--- config.mk ---
export PLATFORM = sky130hd
export DESIGN_NAME = i2c_slave_write_word
export DESIGN_NICKNAME = d
export VERILOG_FILES = /design/src/rtl/i2c_slave_write_word.sv
export SDC_FILE = /design/constraint.sdc
export NUM_CORES = 1
export LEC_CHECK = 0
export CAP_MARGIN = 20
export CORE_UTILIZATION = 25
export DETAILED_ROUTE_END_ITERATION = 10
export GPL_ROUTABILITY_DRIVEN = 0
export GPL_TIMING_DRIVEN = 0
export PLACE_DENSITY_LB_ADDON = 0.1
export REMOVE_ABC_BUFFERS = 1
export SYNTH_ARGS = -nofsm -noshare
export SYNTH_HDL_FRONTEND = slang
export SYNTH_SLANG_ARGS = --single-unit
--- constraint.sdc ---
create_clock -name clock -period 1.59 [get_ports clock]
set_input_delay 0.318 -clock clock [delete_from_list [all_inputs] [get_ports clock]]
set_output_delay 0.318 -clock clock [all_outputs]
set_load 0.005 [all_outputs]
--- src/rtl/i2c_slave_write_word.sv ---
// i2c_slave_write_word: shifts a DATA_WIDTH-bit word onto SDA, then samples the master ACK/NACK bit.
// Define I2C_SLAVE_WRITE_WORD_SDA_HOLD_EN to defer fall-triggered SDA updates by HOLD_CYCLES clocks.
module i2c_slave_write_word #(
  parameter int DATA_WIDTH  = 8,
  parameter bit MSB_FIRST   = 1'b1,
  parameter int HOLD_CYCLES = 4
) (
  input  logic                  clock,
  input  logic                  reset_n,
  input  logic                  enable,
  input  logic [DATA_WIDTH-1:0] data,
  input  logic                  scl,
  input  logic                  sda_in,
  output logic                  sda,
  output logic                  busy,
  output logic                  finish,
  output logic                  nack
);
  localparam int CW = DATA_WIDTH > 1 ? $clog2(DATA_WIDTH) : 1;
  typedef enum logic [1:0] {IDLE, SHIFT, ACK} state_t;
  state_t                state_q, state_d;
  logic                  scl_last_q;
  logic [DATA_WIDTH-1:0] shift_q, shift_d, nxt;
  logic [CW-1:0]         bit_cnt_q, bit_cnt_d;
  logic                  sda_q, sda_d, busy_q, busy_d, finish_q, finish_d;
  logic                  nack_q, nack_d, ack_bit_q, ack_bit_d;
  logic                  fall, rise, last, upd;
`ifdef I2C_SLAVE_WRITE_WORD_SDA_HOLD_EN
  localparam int HW = HOLD_CYCLES > 1 ? $clog2(HOLD_CYCLES) : 1;
  logic          pend_q, pend_d, pend_val_q, pend_val_d;
  logic [HW-1:0] hold_cnt_q, hold_cnt_d;
`else
  logic          hold_unused;
  assign hold_unused = |HOLD_CYCLES;
`endif
  assign fall   = scl_last_q & ~scl;
  assign rise   = ~scl_last_q & scl;
  assign sda    = sda_q;
  assign busy   = busy_q;
  assign finish = finish_q;
  assign nack   = nack_q;
  always_comb begin
    state_d   = state_q;
    shift_d   = shift_q;
    bit_cnt_d = bit_cnt_q;
    sda_d     = sda_q;
    busy_d    = busy_q;
    finish_d  = 1'b0;
    nack_d    = nack_q;
    ack_bit_d = ack_bit_q;
    nxt       = MSB_FIRST ? shift_q << 1 : shift_q >> 1;
    last      = bit_cnt_q == CW'(DATA_WIDTH - 1);
    upd       = last ? 1'b1 : (MSB_FIRST ? nxt[DATA_WIDTH-1] : nxt[0]);
`ifdef I2C_SLAVE_WRITE_WORD_SDA_HOLD_EN
    pend_d     = pend_q;
    pend_val_d = pend_val_q;
    hold_cnt_d = hold_cnt_q;
    // A rising SCL forces out any pending update so the bit is stable while SCL is high
    if (pend_q) begin
      if (rise || hold_cnt_q == '0) begin
        sda_d  = pend_val_q;
        pend_d = 1'b0;
      end else begin
        hold_cnt_d = hold_cnt_q - HW'(1);
      end
    end
`endif
    case (state_q)
      IDLE: begin
        if (enable && !scl) begin
          shift_d   = data;
          bit_cnt_d = '0;
          sda_d     = MSB_FIRST ? data[DATA_WIDTH-1] : data[0];
          busy_d    = 1'b1;
          state_d   = SHIFT;
`ifdef I2C_SLAVE_WRITE_WORD_SDA_HOLD_EN
          pend_d    = 1'b0;
`endif
        end
      end
      SHIFT: begin
        if (fall) begin
          state_d = last ? ACK : SHIFT;
          if (!last) begin
            bit_cnt_d = bit_cnt_q + CW'(1);
            shift_d   = nxt;
          end
`ifdef I2C_SLAVE_WRITE_WORD_SDA_HOLD_EN
          pend_d     = 1'b1;
          pend_val_d = upd;
          hold_cnt_d = HW'(HOLD_CYCLES - 1);
`else
          sda_d      = upd;
`endif
        end
      end
      ACK: begin
        if (rise) ack_bit_d = sda_in;
        if (fall) begin
          nack_d   = ack_bit_q;
          finish_d = 1'b1;
          busy_d   = 1'b0;
          state_d  = IDLE;
        end
      end
      default: state_d = IDLE;
    endcase
  end
  always_ff @(posedge clock or negedge reset_n) begin
    if (!reset_n) begin
      state_q    <= IDLE;
      scl_last_q <= 1'b1;
      shift_q    <= '0;
      bit_cnt_q  <= '0;
      sda_q      <= 1'b1;
      busy_q     <= 1'b0;
      finish_q   <= 1'b0;
      nack_q     <= 1'b0;
      ack_bit_q  <= 1'b0;
`ifdef I2C_SLAVE_WRITE_WORD_SDA_HOLD_EN
      pend_q     <= 1'b0;
      pend_val_q <= 1'b1;
      hold_cnt_q <= '0;
`endif
    end else begin
      state_q    <= state_d;
      scl_last_q <= scl;
      shift_q    <= shift_d;
      bit_cnt_q  <= bit_cnt_d;
      sda_q      <= sda_d;
      busy_q     <= busy_d;
      finish_q   <= finish_d;
      nack_q     <= nack_d;
      ack_bit_q  <= ack_bit_d;
`ifdef I2C_SLAVE_WRITE_WORD_SDA_HOLD_EN
      pend_q     <= pend_d;
      pend_val_q <= pend_val_d;
      hold_cnt_q <= hold_cnt_d;
`endif
    end
  end
endmodule

# == After elaboration in Yosys (flattened, before gate mapping) ==
# Cells that the tools add are included.
# classes
n_eq_ne,7
n_reduce_logical,11
n_bitwise,4
mux,22
add_sub_neg,1
# op_table
operator,count
2-to-1 mux 7 bit,3
one-hot mux 7 bit (2 select lines),1
2-to-1 mux 3 bit,3
AND reduction 3 bit,3
2-to-1 mux 2 bit,4
"inequality test 2 bit, second input constant",4
2-to-1 mux 1 bit,7
one-hot mux 2 bit (3 select lines),1
one-hot mux 3 bit (2 select lines),1
one-hot mux 1 bit (2 select lines),2
AND reduction 2 bit,2
AND reduction 4 bit,1
nonzero test 2 bit,2
"adder 3 x 1 -> 3 bit, second input constant",1
"equality test 3 bit, second input constant",1
bitwise AND 1 bit,2
"equality test 2 x 1 -> 1 bit, second input constant",1
"equality test 2 bit, second input constant",1
zero test 2 bit,1
inverter 1 bit,2
logical AND 1 bit,1
zero test 1 bit,1
# word_totals
elab_cells,54
output_inout_bits,4
regBits,18
input_bits,13

# == Longest topological paths before layout ==
# Gate-level depths: netlist of the first run.
# depth
depth_word,4
depth_mapped,6
mapped_depth_nobuf,5

# == Worst setup path after synthesis of the first run ==
# OpenSTA, ideal clock, no wires.
# synth_path
kind,reg-to-reg
from,reg bit_cnt_q[0]
to,reg bit_cnt_q[0]
path_stages_with_launch,7
required_ps,1465
t_arrival_ps,1596
setup_ps,125
path_buffers,1
setup_slack_ps,-131
period_less_slack_ps,1721
path_cell_list,dfrtp_1 ha_1 ha_1 nand3b_1 a21oi_2 buf_4 mux2_2
# synth_via
elab_chain_cells,4
word_cells_on_any_way,7
cone_classes,1 x add/sub; 2 x eq/ne; 3 x mux; 1 x reduce/logical
# synth_rtl
element,line_no,text
start: declaration,24,"logic [CW-1:0] bit_cnt_q, bit_cnt_d;"
start signal: assignment,129,bit_cnt_q <= bit_cnt_d;
adder 3 x 1 -> 3 bit,85,bit_cnt_d = bit_cnt_q + CW'(1);
2-to-1 mux 3 bit,84,if (!last) begin
2-to-1 mux 3 bit,82,if (fall) begin
one-hot mux 3 bit (2 select lines),68,case (state_q)
# Parallel ways exist; a longest one is shown, timed or not. The select of a mux whose other input is x is not followed.
# A chain may end at the register's enable or synchronous reset.

# == Final worst setup path of the first run ==
# layout_path
from,reg bit_cnt_q[0]
to,reg shift_q[0]
# layout_via
elab_chain_cells,3
# layout_rtl
element,line_no,text
equality test 3 bit,52,last = bit_cnt_q == CW'(DATA_WIDTH - 1);
inequality test 2 bit (no line),-,
AND reduction 4 bit (no line),-,
end signal: assignment,128,shift_q <= shift_d;
end: declaration,23,"logic [DATA_WIDTH-1:0] shift_q, shift_d, nxt;"
# Every way passes these cells.

==> impl_metrics.env, run 1 <==
export IMPL_arrival_ns=1.91
export IMPL_leakage_nw=0.539
export IMPL_seq_area_frac_synth_pct=50.4
export IMPL_nNetsFinal=109
export IMPL_synthArstFlopShare_pct=100
export IMPL_slew_viol_final=0
export IMPL_finalInstanceArea_um2=1220
export IMPL_port_buffers=16
export IMPL_avgSynthCellArea_um2=13.2
export IMPL_start_util_pct=26.5
export IMPL_whs_path_depth=1
export IMPL_wl_per_cell_um=12.6
export IMPL_holdBufCountCts=0
export IMPL_synth_area_um2=898
export IMPL_slowest_delay_ns=0.40
export IMPL_hold_violations=0
export IMPL_via_per_inst=4.21
export IMPL_hp_class="flop to flop"
export IMPL_core_area_um2=3390
export IMPL_endpoint="shift_q[0]"
export IMPL_first_pass_iters=3
export IMPL_status="finished with violations"
export IMPL_critPathTopFamily="flip-flops"
export IMPL_required_ns=1.78
export IMPL_fin_cells=138
export IMPL_final_cell_mix="dfrtp_1 (16), clkdlybuf4s50_1 (15), mux2_4 (10)"
export IMPL_die_x_um=61.9
export IMPL_cp_num_cells=6
export IMPL_cts_tree="done"
export IMPL_die_area_um2=3840
export IMPL_fin_crit_sh_pct=108
export IMPL_synth_ff_latch_count=18
export IMPL_violations="negative setup slack"
export IMPL_peakVddDrop_uv=515
export IMPL_drv_cap=0
export IMPL_period_needed_ns=1.72
export IMPL_dp_cells=127
export IMPL_antenna_found_initial=0
export IMPL_cp_cell_sequence="ha_2 > ha_4 > nand3b_1 > a21oi_4 > buf_6 > mux2_4"
export IMPL_synth_ff_type="dfrtp_1"
export IMPL_vias=581
export IMPL_fin_skew_ns=0.00107
export IMPL_power_density_nw_per_um2=1310
export IMPL_totalWireLength_um=1740
export IMPL_synth_edf_count=0
export IMPL_grt_max_degree=19
export IMPL_cp_start_kind="flop"
export IMPL_worstPathMaxFanout=5
export IMPL_cts_buffers=3
export IMPL_relSlewSlack_pct=42.7
export IMPL_clk_latency_ns=0.29
export IMPL_setup_violations=10
export IMPL_antenna_left=0
export IMPL_clock_sinks=18
export IMPL_r2r_slack_ns=-0.13
export IMPL_tightest_slew_ns=0.856
export IMPL_cp_end_kind="flop"
export IMPL_crit_buf_inv=1
export IMPL_root_buffer="clkbuf_4"
export IMPL_r2r_start="bit_cnt_q[0]"
export IMPL_grtUsageTotal_pct=10.7
export IMPL_fill_cells=347
export IMPL_dp_hpwl_um=1070
export IMPL_fmax_mhz=581
export IMPL_ys_warnings_count=0
export IMPL_r2r_end="shift_q[0]"
export IMPL_synth_cell_types=25
export IMPL_drive_gt1_share_pct=35.9
export IMPL_drt_iter0_drc=20
export IMPL_place_area_um2=1080
export IMPL_drc_errors=0
export IMPL_cts_htree_levels=1
export IMPL_reg2regPathDepth=6
export IMPL_grt_pass1_wl_um=2750
export IMPL_rsz0062_at_grt="true"
export IMPL_worst_path_max_delay_cell="dfrtp_1"
export IMPL_rows=21
export IMPL_place_ws_ns=-0.625
export IMPL_grt_pass1_vias=586
export IMPL_netlist_instances=68
export IMPL_path_class="flop to flop"
export IMPL_layout_commonest_cell="dfrtp_1"
export IMPL_ios=17
export IMPL_clockBufferDepth=2
export IMPL_grt_ovfl_total=0
export IMPL_cts_clk_slew_worst_paths_ns=0.10
export IMPL_diodes=0
export IMPL_die_h_um=61.9
export IMPL_syn2layout_area_growth_pct=35.8
export IMPL_cp_startpoint="bit_cnt_q[0]"
export IMPL_fin_ws_ns=-0.130
[cell usage after synthesis, types with 2 or more instances]
cell      instances  share of area (%)
nand2b_1          3                2.1
mux2i_1           4                4.5
inv_1             3                1.3
mux2_2           11                 14
nor2_1            2               0.84
mux2_4            4                6.7
dfrtp_1          16                 45
nor2b_1           2                1.4
o21ai_0           3                1.7
ha_1              2                2.8
nand2_1           3                1.3
dfstp_2           2                5.8
[report_power, final]
part	internal [mW]	switching (mW)	total (mW)	leakage, nW
Sequential	0.621	0.0985	0.719	0.219
Combinational	0.433	0.218	0.651	0.306
Clock	0.0882	0.139	0.227	0.0138
[stage by stage]
| step | total power, mW | hold WS [ns] | utilization [%] | TNS (ns) |
|---|---|---|---|---|
| 2_1_floorplan | 1.08 | 0.0224 | - | -2.26 |
| 3_3_place_gp | 1.21 | 0.468 | 31.9 | -6.07 |
| 3_5_place_dp | 1.24 | 0.476 | 31.9 | -6.15 |
| 4_1_cts | 1.67 | 0.499 | 37.1 | -1.51 |
| 5_1_grt | 1.71 | 0.514 | 36.0 | -1.63 |
| 6_report | 1.60 | 0.494 | 36.0 | -1.09 |
[metal layers]
layer	GRT usage (%)	vias to the layer above	wire, um
li1	-	282	-
met4	7.62	0	45
met2	16.9	12	770
met3	1.86	5	63
met1	13.1	282	864
met5	0	-	0
[state kept, by name, indices dropped and copies added, names as in the netlist]
name        flops
sda             1
bit_cnt_q       3
shift_q         7
state_q         2
ack_bit_q       1
finish          1
scl_last_q      1
busy            1
nack            1
[layout make-up]
cell class                      instances  area [um2]  share of cell area, %
Sequential cell                        18         453                   37.1
Inverter                                3        11.3                  0.923
Clock buffer                            3        22.5                   1.85
Timing Repair Buffer                   24         230                   18.9
Tap cell                               46        57.6                   4.72
Multi-Input combinational cell         44         445                   36.5
[how the worst min path moves through the flow]
stage	slack [ns]	startpoint	end
6_report	0.49	ack_bit_q	ack_bit_q
3_3_place_gp	0.47	ack_bit_q	ack_bit_q
5_1_grt	0.51	scl	scl_last_q
3_5_place_dp	0.48	ack_bit_q	ack_bit_q
2_1_floorplan	0.02	reset_n	ack_bit_q
4_1_cts	0.50	ack_bit_q	ack_bit_q
[timing repair]
| action | in CTS | in global routing |
|---|---|---|
| endpoints found under the setup margin | 12 | 11 |
| buffers inserted | 8 | 1 |
| gates cloned | 1 | 0 |
| gates resized for setup | 14 | 1 |
| pin swaps | 3 | 3 |
[cell families (layout without fill, tap and decap cells)]
family	Yosys count	after routing	synth area share [%]
muxes	20	20	26.2
DFF	18	18	50.4
and+or+nand+nor	15	15	10.0
AOI/OAI and AO/OA	7	7	5.57
buffers and inverters	6	30	5.01
adders and majority gates	2	2	2.79
[worst register-to-register path, delay by kind of cell (launching register included)]
family          cells  cell delay [ns]
flops               1             0.40
compound gates      1             0.19
buf+inv             1             0.16
mux                 1             0.30
fa+ha+maj           2             0.37
simple gates        1             0.19
(Power assumes the default switching activity.)
==> run 2, diff against run 1 <==
--- a/config.mk
+++ b/config.mk
@@ -12,6 +12,7 @@
 export GPL_TIMING_DRIVEN = 0
 export PLACE_DENSITY_LB_ADDON = 0.1
 export REMOVE_ABC_BUFFERS = 1
+export SLEW_MARGIN = 20
 export SYNTH_ARGS = -nofsm -noshare
 export SYNTH_HDL_FRONTEND = slang
 export SYNTH_SLANG_ARGS = --single-unit
==> results of run 2 <==
No change in the layout: final DEF, timing and power equal those of run 1.
==> run 3, diff against run 2 <==
--- a/config.mk
+++ b/config.mk
@@ -5,7 +5,6 @@
 export SDC_FILE = /design/constraint.sdc
 export NUM_CORES = 1
 export LEC_CHECK = 0
-export CAP_MARGIN = 20
 export CORE_UTILIZATION = 25
 export DETAILED_ROUTE_END_ITERATION = 10
 export GPL_ROUTABILITY_DRIVEN = 0
==> results of run 3 <==
No change in the layout: final DEF, timing and power equal those of run 1.
